**src/rtl/morse_char_decoder.sv**
```systemverilog
// Purpose : turns each Morse capture strobe into an ASCII character (plus a space
//           on word end) and queues it in a first-word-fall-through output FIFO.
// Latency : char pushed on the 1st clk edge after the sampling edge, space 1 edge later.
// Backpr. : out_valid/out_ready toward the sink; a push into a full FIFO (no
//           simultaneous pop) is dropped and sets the sticky overflow flag.
// Ports   : clk/aclr (sync, active-high); ce, char_stb, len, dits_dahs, error,
//           word_end from the capture stage; out_data/out_valid/out_ready to
//           the sink; fifo_level (exact occupancy); overflow (sticky drop flag).
`ifndef MAX_MORSE_LEN
`define MAX_MORSE_LEN 8
`endif
`ifndef MORSE_LEN_W
`define MORSE_LEN_W 4
`endif

module morse_char_decoder #(
  parameter int         FIFO_DEPTH   = 16,
  parameter logic [7:0] UNKNOWN_CHAR = 8'h3F,
  parameter bit         EMIT_SPACE   = 1'b1
) (
  input  logic                          clk,
  input  logic                          aclr,
  input  logic                          ce,
  input  logic                          char_stb,
  input  logic [`MORSE_LEN_W-1:0]       len,
  input  logic [`MAX_MORSE_LEN-1:0]     dits_dahs,
  input  logic                          error,
  input  logic                          word_end,
  output logic [7:0]                    out_data,
  output logic                          out_valid,
  input  logic                          out_ready,
  output logic [$clog2(FIFO_DEPTH):0]   fifo_level,
  output logic                          overflow
);

  localparam int PW = $clog2(FIFO_DEPTH);
  localparam logic [`MORSE_LEN_W-1:0] MAX_LEN = `MORSE_LEN_W'(5);

  typedef enum logic [1:0] {IDLE, PUSH_CHAR, PUSH_SPACE} state_t;

  state_t                  r_state;
  state_t                  w_next_state;
  logic                    r_emitted;
  logic [`MORSE_LEN_W-1:0] r_len;
  logic [4:0]              r_dd;
  logic                    r_err;
  logic                    r_wend;

  logic       w_capture;
  logic       w_need_char;
  logic       w_need_space;
  logic       w_push;
  logic [7:0] w_push_dat;
  logic [4:0] w_code;
  logic [7:0] w_char;
  logic       w_unused_dd;

  logic [7:0]    r_mem [FIFO_DEPTH];
  logic [PW-1:0] r_wr_ptr;
  logic [PW-1:0] r_rd_ptr;
  logic [PW:0]   r_level;
  logic          r_overflow;
  logic          w_full;
  logic          w_pop;
  logic          w_push_ok;

  // Only the five newest element bits can ever matter for decode.
  assign w_unused_dd = ^dits_dahs[`MAX_MORSE_LEN-1:5];

  assign w_capture    = ce & char_stb & (r_state == IDLE);
  // emitted suppresses a second char when the word-end strobe re-reports
  // the pattern that was already decoded at char end.
  assign w_need_char  = ~r_emitted & ((len != '0) | error);
  assign w_need_space = word_end & EMIT_SPACE;

  always_comb begin
    w_next_state = r_state;
    w_push       = 1'b0;
    w_push_dat   = w_char;
    case (r_state)
      IDLE: begin
        if (w_capture) begin
          if (w_need_char)       w_next_state = PUSH_CHAR;
          else if (w_need_space) w_next_state = PUSH_SPACE;
          else                   w_next_state = IDLE;
        end
      end
      PUSH_CHAR: begin
        w_push       = 1'b1;
        w_push_dat   = w_char;
        w_next_state = (r_wend & EMIT_SPACE) ? PUSH_SPACE : IDLE;
      end
      PUSH_SPACE: begin
        w_push       = 1'b1;
        w_push_dat   = 8'h20;
        w_next_state = IDLE;
      end
      default: w_next_state = IDLE;
    endcase
  end

  always_ff @(posedge clk) begin
    if (aclr) begin
      r_state   <= IDLE;
      r_emitted <= 1'b0;
      r_len     <= '0;
      r_dd      <= '0;
      r_err     <= 1'b0;
      r_wend    <= 1'b0;
    end else begin
      r_state <= w_next_state;
      if (w_capture) begin
        r_len  <= len;
        r_dd   <= dits_dahs[4:0];
        r_err  <= error;
        r_wend <= word_end;
        if (w_need_char) r_emitted <= 1'b1;
      end else if (ce && !char_stb && len == '0) begin
        // The capture stage has started a fresh character.
        r_emitted <= 1'b0;
      end
    end
  end

  // Keep only bits [len-1:0]; anything above the first element is ignored.
  assign w_code = r_dd & ~(5'h1F << r_len);

  always_comb begin
    w_char = UNKNOWN_CHAR;
    if (!r_err && r_len <= MAX_LEN) begin
      case ({r_len[2:0], w_code})
        8'b001_00000: w_char = "E";
        8'b001_00001: w_char = "T";
        8'b010_00000: w_char = "I";
        8'b010_00001: w_char = "A";
        8'b010_00010: w_char = "N";
        8'b010_00011: w_char = "M";
        8'b011_00000: w_char = "S";
        8'b011_00001: w_char = "U";
        8'b011_00010: w_char = "R";
        8'b011_00011: w_char = "W";
        8'b011_00100: w_char = "D";
        8'b011_00101: w_char = "K";
        8'b011_00110: w_char = "G";
        8'b011_00111: w_char = "O";
        8'b100_00000: w_char = "H";
        8'b100_00001: w_char = "V";
        8'b100_00010: w_char = "F";
        8'b100_00100: w_char = "L";
        8'b100_00110: w_char = "P";
        8'b100_00111: w_char = "J";
        8'b100_01000: w_char = "B";
        8'b100_01001: w_char = "X";
        8'b100_01010: w_char = "C";
        8'b100_01011: w_char = "Y";
        8'b100_01100: w_char = "Z";
        8'b100_01101: w_char = "Q";
        8'b101_11111: w_char = "0";
        8'b101_01111: w_char = "1";
        8'b101_00111: w_char = "2";
        8'b101_00011: w_char = "3";
        8'b101_00001: w_char = "4";
        8'b101_00000: w_char = "5";
        8'b101_10000: w_char = "6";
        8'b101_11000: w_char = "7";
        8'b101_11100: w_char = "8";
        8'b101_11110: w_char = "9";
        default:      w_char = UNKNOWN_CHAR;
      endcase
    end
  end

  // Output FIFO, first-word-fall-through.
  assign out_valid  = (r_level != '0);
  assign w_full     = (r_level == (PW+1)'(FIFO_DEPTH));
  assign w_pop      = out_valid & out_ready;
  // A full FIFO still takes a push when the head leaves in the same cycle.
  assign w_push_ok  = w_push & (~w_full | w_pop);
  assign out_data   = r_mem[r_rd_ptr];
  assign fifo_level = r_level;
  assign overflow   = r_overflow;

  always_ff @(posedge clk) begin
    if (w_push_ok) r_mem[r_wr_ptr] <= w_push_dat;
  end

  always_ff @(posedge clk) begin
    if (aclr) begin
      r_wr_ptr   <= '0;
      r_rd_ptr   <= '0;
      r_level    <= '0;
      r_overflow <= 1'b0;
    end else begin
      if (w_push_ok)          r_wr_ptr   <= r_wr_ptr + 1'b1;
      if (w_push && !w_push_ok) r_overflow <= 1'b1;
      if (w_pop)              r_rd_ptr   <= r_rd_ptr + 1'b1;
      case ({w_push_ok, w_pop})
        2'b10:   r_level <= r_level + 1'b1;
        2'b01:   r_level <= r_level - 1'b1;
        default: r_level <= r_level;
      endcase
    end
  end

endmodule

```
**config.mk**
```make
export PLATFORM = sky130hd
export DESIGN_NAME = morse_char_decoder
export DESIGN_NICKNAME = d
export VERILOG_FILES = /design/src/rtl/morse_char_decoder.sv
export SDC_FILE = /design/constraint.sdc
export NUM_CORES = 1
export LEC_CHECK = 0
export ABC_AREA = 1
export CORE_MARGIN = 4
export CORE_UTILIZATION = 30
export DETAILED_ROUTE_END_ITERATION = 12
export GPL_TIMING_DRIVEN = 0
export HOLD_SLACK_MARGIN = 0.08
export SYNTH_ARGS = -nofsm -noshare
export SYNTH_HDL_FRONTEND = slang
export SYNTH_SLANG_ARGS = --single-unit
export TNS_END_PERCENT = 1
```
**constraint.sdc**
```tcl
create_clock -name clk -period 3.2 [get_ports clk]
set_input_delay 0.48 -clock clk [delete_from_list [all_inputs] [get_ports clk]]
set_output_delay 0.48 -clock clk [all_outputs]
set_load 0.05 [all_outputs]
```
* After elaboration in Yosys (flattened, before gate mapping)
Memory sizes are Yosys's and may differ from the RTL's. A register that Yosys moved wholly into a read port is not among the register bits.
Index checks and enable logic that the tools add are counted.
** Cells by class
- Add/sub/neg operators :: 4
- Magnitude comparators :: 1
- Equal/unequal tests :: 43
- Shift operators :: 1
- Muxes and demuxes :: 17
- Bitwise operators :: 11
- Reduce and logical (&&, ||, !) cells :: 15
** Operator list (number)
- one-hot mux 7 bit (36 select lines) :: 1
- == test 8 bit (second input constant) :: 22
- == test 8 x 7 -> 1 bit (second input constant) :: 12
- == test 8 x 6 -> 1 bit (second input constant) :: 2
- 2-to-1 mux 7 bit :: 2
- one-hot mux 5 bit (2 select lines) :: 1
- adder 4 x 1 -> 4 bit (second input constant) :: 2
- 2-to-1 mux 2 bit :: 4
- 2-to-1 mux 4 bit :: 2
- 2-to-1 mux 1 bit :: 6
- adder 5 x 1 -> 5 bit (second input constant) :: 1
- AND 1 bit :: 5
- AND 5 bit :: 1
- == test 5 bit (second input constant) :: 1
- inverter 5 bit :: 1
- nonzero test 5 bit :: 1
- << shifter 5 x 4 -> 5 bit (first input constant) :: 1
- subtractor 5 x 1 -> 5 bit (second input constant) :: 1
- == test 2 x 1 -> 1 bit (second input constant) :: 2
- == test 2 bit (second input constant) :: 2
- less-or-equal comparator 4 x 3 -> 1 bit (second input constant) :: 1
- logical AND 1 bit :: 4
- logical NOT 4 bit :: 1
- one-hot mux 2 bit (2 select lines) :: 1
- 10 further kinds :: 15
** Word-level totals
- Register bits after elaboration :: 28
- RAM bits :: 112
- Bits of input ports :: 19
- Output and inout port bits :: 15
- Logic and storage cells :: 103
- Memories kept :: 1
** Memory list
- r_mem :: depth 16, bits a word 7, read ports 1, clocked after Yosys merged registers in 1, write ports 1, RTL line 58 : logic [7:0] r_mem [FIFO_DEPTH];

* Longest topological paths before layout
Gate-level depths: netlist of the first run.
- Depth in word-level cells :: 7
- Gate-level depth with buffers :: 16
- Depth with buffers taken out :: 16

* Least setup slack after synthesis of the first run
No wires, ideal clock.
- Kind :: register to register
- Start :: register r_level[1] (netlist: fifo_level[1])
- End :: register r_level[4] (netlist: fifo_level[4])
- Setup time :: 0.129 ns
- Data arrival time :: 3.035 ns
- Required time :: 3.071 ns
- Path slack :: 0.035 ns
- Stages on the path, launching flop included :: 17
- Path buffers :: 0
- Clock period less this slack :: 3.165 ns
- Cells stage by stage :: dfxtp_1 > inv_1 > nand4_1 > inv_1 > nand2_1 > nand2_1 > nand3_1 > nand2_2 > ha_1 > ha_1 > nand2_1 > nor2_1 > a211oi_1 > o21ai_0 > a21oi_1 > nand2_1 > nor3b_1
** Between the ends
- Longest elaborated chain between the ends :: 6
- Elaborated cells on any way between the ends :: 12
- Classes of those cells :: add/sub (2); eq/ne (3); mux (1); bitwise (4); reduce/logical (2)
** Ends and longest elaborated chain
- start: declaration :: RTL line 61 : logic [PW:0] r_level;
- start signal: assignment :: RTL line 198 : 2'b10: r_level <= r_level + 1'b1;
- start signal: assignment :: RTL line 199 : 2'b01: r_level <= r_level - 1'b1;
- start signal: assignment :: RTL line 200 : default: r_level <= r_level;
- nonzero test 5 bit * :: RTL line 174 : assign out_valid = (r_level != '0);
- via out_valid :: RTL line 30 : output logic out_valid,
- AND 1 bit * :: RTL line 176 : assign w_pop = out_valid & out_ready;
- bitwise OR 1 bit :: RTL line 178 : assign w_push_ok = w_push & (~w_full | w_pop);
- AND 1 bit :: RTL line 178
- == test 2 x 1 -> 1 bit or == test 2 bit (tied branches) :: RTL line 197 : case ({w_push_ok, w_pop})
- one-hot mux 5 bit (2 select lines) or nonzero test 2 bit (tied branches)
Mark *: on every way through the listed nets, which the timed path passes. The rest lies on a longest branch.
A chain may end at the register's enable or synchronous reset.

==> impl_metrics.csv, run 1 <==
group,metric,value,unit
run_status,status,"complete, no violations",
place,dpl.cell_count,978,
yosys,yosysSeqAreaShare,0.589,
die,die_area,25100,um^2
critical_path,path_cells,"buf_2, buf_2, mux2i_1, o211ai_1, nand3_1, nand2_1, clkdlybuf4s15_1",
critical_path,start_kind,"flop",
power,ir_drop,0.551,mV
global_routing,track_usage,0.138,
clock_network,cts_hold_buf,0,
clock_network,cts_max_level,4,
yosys,synthCells,670,
detailed_routing,route.detailed.drc,0,
final_layout,multiInputGateArea,2390,um^2
global_routing,grt_util_met1,0.181,
clock_network,cts_buffers,17,
critical_path,path_class,"flop to output pin",
critical_path,end_kind,"output pin",
power,p_per_area,768,nW/um^2
timing,worst_pin_slew,877,ps
critical_path,crit_buf_inv,3,
timing,fin_hold_ws,446,ps
timing,setup_viol,0,
clock_network,cts_setup_buffers,0,
detailed_routing,ant_nets,0,
die,fp.dieH,158,um
yosys,syn_area_per_cell,10.1,um^2
detailed_routing,vias_per_cell,4.89,
hold_path,hold_class,"flop to flop",
timing,finClkSkew,10.9,ps
die,fp.dieW,158,um
final_layout,postLayoutCoreUtil,0.365,
yosys,syn_area,6790,um^2
die,row_count,54,
power,power,0.00618,W
hold_path,hold_depth,2,
clock_network,clk_pin_slew_worst_paths,60,ps
final_layout,drive_gt1_frac,0.132,
detailed_routing,wl,16600,um
critical_path,reg2reg_to,"r_mem[12][4]",
timing,drv_slew,0,
global_routing,antenna_found_initial,0,
final_layout,antenna_cells,0,
clock_network,clk_latency,420,ps
critical_path,cpMostUsedCell,"buf_2",
detailed_routing,first_pass_iters,7,
yosys,ys_ff_latch,144,
die,core,22000,um^2
yosys,synth.distinct_cells,36,
critical_path,rr_worst_depth,9,
global_routing,grt_overflow,0,
final_layout,regArea,4000,um^2
critical_path,slowest_stage,"clkdlybuf4s15_1",
timing,hold_viol,0,
run,cap_violations,0,
global_routing,grt_max_degree,18,
die,ios,34,
final_layout,fin_nets,749,
critical_path,slowest_delay,490,ps
detailed_routing,routed_wire_length_per_instance,16.5,um
clock_network,clock_path_buffers,2,
global_routing,use_met2,0.222,
clock_network,root_buffer,"clkbuf_16",
place,io_buffers,28,
die,start_util,0.308,
timing,min_period,3110,ps
timing,clock.fmax,321,MHz
global_routing,first_global_vias,4884,
critical_path,worst-path-stages,7,
timing,maxSlewHeadroom,0.415,
timing,rsz0062_at_grt,"true",
place,gp_congestion,0.894,
clock_network,clock-sinks,144,
critical_path,rrSetupSlack,470,ps
detailed_routing,dr.first_iter.drc_count,413,
critical_path,cp.required,2720,ps
critical_path,path_max_fanout,10,
global_routing,busiest_layer,"met2",
place,dp_hpwl,11500,um
final_layout,syn_to_final_growth,18.3,%
global_routing,grt_pass1_wl,26200,um
timing,setup_slack,85.1,ps
final_layout,final_cells,1010,
detailed_routing,num_vias,4940,
place,place_ws,83.8,ps
clock_network,cts_tree,"done",
critical_path,worstPathArrival,2630,ps
power,power.leakage,2.96,nW
yosys,syn-num-nets,702,
critical_path,critical-path-top-delay-family,"buffers and inverters",
yosys,ys_warn_count,0,
global_routing,met3_usage,0.0440,
timing,finalCritPeriodShare,0.973,
critical_path,crit_end,"out_data[4]",
final_layout,fillers,2225,
critical_path,r2r-start,"r_len[2]",
[worst register-to-register path, cell delays in order, from the launching register on]
cell	delay, ps
dfxtp_1	380
nor2_2	180
nand2_2	100
nand3_1	240
nor2_1	90
o21ai_1	300
nand3_1	130
nor2_2	140
nand2_2	130
a21oi_2	730
[report_power, final]
part,switching [W],internal (W)
sequential,0.0000644,0.00217
clock,0.000796,0.00124
combinational,0.00134,0.000560
total,0.00220,0.00398
[layout by cell type (no fill, tap or decap), types with 2 or more instances in the layout]
| cell | instances |
|---|---|
| inv_2 | 9 |
| buf_2 | 5 |
| nor3_1 | 6 |
| a21oi_2 | 5 |
| nand3_2 | 5 |
| nor2_1 | 66 |
| o21ai_0 | 60 |
| clkdlybuf4s50_1 | 21 |
| xnor2_1 | 2 |
| a211oi_1 | 2 |
| clkinv_2 | 2 |
| clkbuf_1 | 13 |
| nand4_1 | 6 |
| dfxtp_1 | 32 |
| clkbuf_2 | 9 |
| nand3_1 | 32 |
| inv_6 | 5 |
| bufinv_16 | 3 |
| o211ai_1 | 29 |
| nor2_2 | 11 |
| nand2_1 | 65 |
| clkinvlp_4 | 2 |
| nor3b_1 | 3 |
| a21oi_1 | 60 |
| inv_1 | 72 |
| ha_1 | 12 |
| o21ai_1 | 3 |
| clkbuf_16 | 17 |
| mux2i_1 | 28 |
| nand2_4 | 2 |
| edfxtp_1 | 112 |
| nand2_2 | 13 |
| buf_4 | 2 |
[Yosys cell counts]
master	n	share of area
fa_1	1	0.0029
buf_1	1	0.00055
o211ai_1	29	0.032
buf_2	5	0.0037
a21oi_1	65	0.048
inv_1	72	0.040
conb_1	1	0.00055
nor3_1	6	0.0044
or2_2	1	0.00092
mux2i_1	28	0.041
o21ai_0	62	0.046
o21bai_1	1	0.0011
nand3_1	32	0.024
nand2_1	65	0.036
nand3_2	5	0.0074
inv_2	9	0.0050
edfxtp_1	112	0.50
nand2_2	13	0.012
nor2_2	11	0.010
clkinv_1	1	0.00055
nor2_1	66	0.036
a41oi_1	1	0.0013
nand2_4	2	0.0033
dfxtp_1	32	0.094
nor3b_1	3	0.0033
o21ai_1	1	0.00074
buf_4	2	0.0022
nor2_4	1	0.0017
nand3_4	1	0.0026
nand4_1	6	0.0055
clkbuf_1	17	0.0094
nor4_1	1	0.00092
a21boi_0	1	0.0011
a211oi_1	2	0.0022
xnor2_1	2	0.0026
ha_1	12	0.022
[flip-flops by register name, indices dropped and copies added (netlist names), named ones only]
signal and count:
r_state 2, r_emitted 1, r_len 4, r_mem 112, r_dd 5, r_wr_ptr 4, r_rd_ptr 4, fifo_level 5
r_err 1, r_wend 1, overflow 1
[layout make-up]
class,count,area share
sequential,144,0.498
multi-input combinational,419,0.298
clock buffer,18,0.0534
tap,280,0.0436
inverter,82,0.0383
timing repair buffer,28,0.0324
clock inverter,14,0.0223
buffer,25,0.0142
[through the flow]
stage	cell area (um^2)	TNS [ps]
after global routing	8040	-142
after CTS	8030	0
final	8040	0
after detailed placement	7420	0
after global placement	7420	0
after floorplan	6790	0
[timing repair]
item	in CTS	in global routing
resized for setup	15	12
endpoints found under the setup margin	7	38
gates cloned	0	0
[routing by layer]
layer / wire, um / vias to the layer above
met5: 0 / -
met4: 161 / 0
met3: 1150 / 18
met2: 7720 / 200
met1: 7610 / 2289
li1: - / 2433
[kinds of logic after synthesis]
family	count (synthesis)	synth area share
AO/OA/AOI/OAI	162	0.132
XOR/XNOR	2	0.00258
adder cells (fa/ha/maj)	13	0.0250
buffers and inverters	107	0.0611
flip-flops	144	0.589
multiplexers	28	0.0413
other	1	0.000552
AND/OR/NAND/NOR	213	0.148
[how the worst min path moves through the flow]
stage,from,end,slack [ps]
after floorplan,r_wend,r_wend,420
after global placement,r_err,r_err,440
after detailed placement,r_err,r_err,440
after CTS,aclr,r_state[1],440
after global routing,aclr,r_state[1],470
final,r_err,r_err,450
Power figures use the tool's default switching activity.
==> inputs of run 2 (changes only) <==
==> constraint.sdc (replaced) <==
create_clock -name clk -period 2.85 [get_ports clk]
set_input_delay 0.4275 -clock clk [delete_from_list [all_inputs] [get_ports clk]]
set_output_delay 0.4275 -clock clk [all_outputs]
set_load 0.05 [all_outputs]
==> run 2 against run 1 <==
  * The flow now finishes with violations (setup timing)
  * Cell count rose by 0.20%
  * Non-clock buffer count rose by 2
  * Cell area rose by 0.42%
  * Critical path type unchanged
  * Largest cell class unchanged
  * Largest power group unchanged
==> impl_metrics.csv, run 2 (same netlist as run 1, synthesis figures left out) <==
group,metric,value,unit
run_status,status,"finished with violations",
run_status,violations,"setup timing",
final_layout,syn_to_final_growth,18.8,%
power,seq_power_share,0.367,
clock_network,clock_path_buffers,2,
critical_path,path_max_fanout,10,
global_routing,first_global_vias,4853,
hold_path,hold_class,"input port to flop",
final_layout,largest_reg_flops,112,
die,fp.dieW,158,um
timing,tns,-50.4,ps
global_routing,grt_overflow,0,
detailed_routing,vias_per_cell,4.90,
die,core,22000,um^2
power,swShare,0.374,
timing,worst_pin_slew,866,ps
clock_network,clock-sinks,144,
critical_path,reg2reg_to,"fifo_level[4]",
clock_network,clk_pin_slew_worst_paths,60,ps
timing,rsz0062_at_grt,"true",
detailed_routing,first_pass_iters,5,
hold_path,hold_depth,2,
die,row_count,54,
die,fp.dieH,158,um
detailed_routing,num_vias,4960,
detailed_routing,ant_nets,0,
place,place_ws,-206,ps
timing,drv_slew,0,
power,p_switching,0.00257,W
timing,hold_viol,0,
detailed_routing,wl,16400,um
global_routing,grt_max_degree,18,
power,p_per_area,851,nW/um^2
timing,clock.fmax,345,MHz
place,gp_congestion,0.920,
timing,finalCritPeriodShare,1.02,
timing,min_period,2900,ps
hold_path,min_from,"aclr",
critical_path,slowest_stage,"clkbuf_1",
detailed_routing,route.detailed.drc,0,
clock_network,cts_max_level,4,
critical_path,path_class,"flop to output pin",
place,dp_hpwl,11200,um
power,ir_drop,0.510,mV
final_layout,antenna_cells,0,
place,io_buffers,28,
timing,setup_viol,2,
final_layout,fin_area,8070,um^2
place,placed_area,7430,um^2
die,start_util,0.308,
global_routing,antenna_found_initial,0,
critical_path,rrSetupSlack,230,ps
run,cap_violations,0,
power,power,0.00687,W
detailed_routing,dr.first_iter.drc_count,418,
clock_network,cts_buffers,17,
critical_path,path_cells,"clkbuf_1, inv_1, clkbuf_1, o211ai_1, o211ai_1, nand2_1, clkdlybuf4s15_2",
global_routing,grt_pass1_wl,25400,um
timing,maxSlewHeadroom,0.423,
power,combPwrFrac,0.320,
critical_path,worstPathArrival,2470,ps
final_layout,drive_gt1_frac,0.146,
timing,setup_slack,-50.1,ps
power,clock_power_share,0.313,
power,internal-power,0.00430,W
hold_path,min_to,"r_state[1]",
clock_network,cts_tree,"done",
timing,fin_hold_ws,390,ps
critical_path,rr_worst_depth,16,
final_layout,top_register,"r_mem",
critical_path,start_kind,"flop",
power,power.leakage,2.95,nW
clock_network,clk_latency,420,ps
final_layout,most-common-layout-cells,"112 x edfxtp_1, 72 x inv_1, 66 x nor2_1, 64 x nand2_1, 62 x a21oi_1",
critical_path,r2r-start,"fifo_level[1]",
clock_network,root_buffer,"clkbuf_16",
timing,finClkSkew,9.42,ps
critical_path,end_kind,"output pin",
critical_path,cp.required,2420,ps
global_routing,track_usage,0.133,
critical_path,slowest_delay,410,ps
die,die_area,25100,um^2
final_layout,layout_commonest_cell,"edfxtp_1",
detailed_routing,routed_wire_length_per_instance,16.2,um
final_layout,fin_nets,751,
die,ios,34,
run 2: cell types whose count changed in the layout (fill, tap and decap cells not counted), sizes merged:
cell,previous run,this run
buf,8,11
bufinv,3,0
clkbuf,39,33
clkdlybuf4s15,2,7
clkinv,4,6
dlygate4sd2,1,0
inv,87,89
run 2: critical path: cells and delay by family, from the launching register on:
kind / cells / cell delay (ps)
AO/OA/AOI/OAI: 2 / 370
flip-flops: 1 / 340
AND/OR/NAND/NOR: 1 / 120
buffers and inverters: 4 / 1230
run 2: what timing repair did:
action                                  in CTS  in global routing
hold buffers                                 0                  0
buffers inserted                             0                  0
gates cloned                                 0                  0
gates resized for setup                     36                  4
endpoints found under the hold margin        0                  0
endpoints found under the setup margin      87                 39
run 2: worst max-delay path by stage:
stage,slack [ps],cells past startpoint,end,start
final,-50,7,out_data[2],flop
after global placement,-180,7,out_data[1],flop
after global routing,-110,7,out_data[2],flop
after detailed placement,-210,7,out_data[4],flop
after floorplan,80,16,fifo_level[4],fifo_level[1]
after CTS,-180,10,r_mem[14][1],r_len[2]
run 2: layout make-up:
cell class | instances | area [um^2]
fill | 2191 | 14000
clock inverter | 15 | 149
inverter | 82 | 308
multi-input combinational | 419 | 2390
sequential | 144 | 4010
buffer | 25 | 131
tap | 280 | 350
clock buffer | 17 | 425
timing repair buffer | 30 | 304
run 2: power by group through the flow:
| stage | Clock (W) | Combinational (W) | Sequential (W) |
|---|---|---|---|
| after global placement | 0 | 0.00213 | 0.00256 |
| after global routing | 0.00228 | 0.00238 | 0.00253 |
| final | 0.00215 | 0.00220 | 0.00252 |
| after detailed placement | 0 | 0.00215 | 0.00257 |
| after floorplan | 0 | 0.00137 | 0.00264 |
| after CTS | 0.00218 | 0.00218 | 0.00252 |
run 2: per-stage QoR:
stage | utilization | std cells
2_1_floorplan | - | 670
3_5_place_dp | 0.337 | 978
5_1_grt | 0.366 | 1012
3_3_place_gp | 0.337 | 978
4_1_cts | 0.365 | 1010
6_report | 0.366 | 1012
run 2: metal layers:
| metal | vias to the layer above | track usage | share of wire |
|---|---|---|---|
| met1 | 2351 | 0.178 | 0.46 |
| li1 | 2440 | - | - |
| met3 | 22 | 0.0400 | 0.066 |
| met5 | - | 0 | 0 |
| met2 | 147 | 0.208 | 0.46 |
| met4 | 0 | 0.0431 | 0.017 |
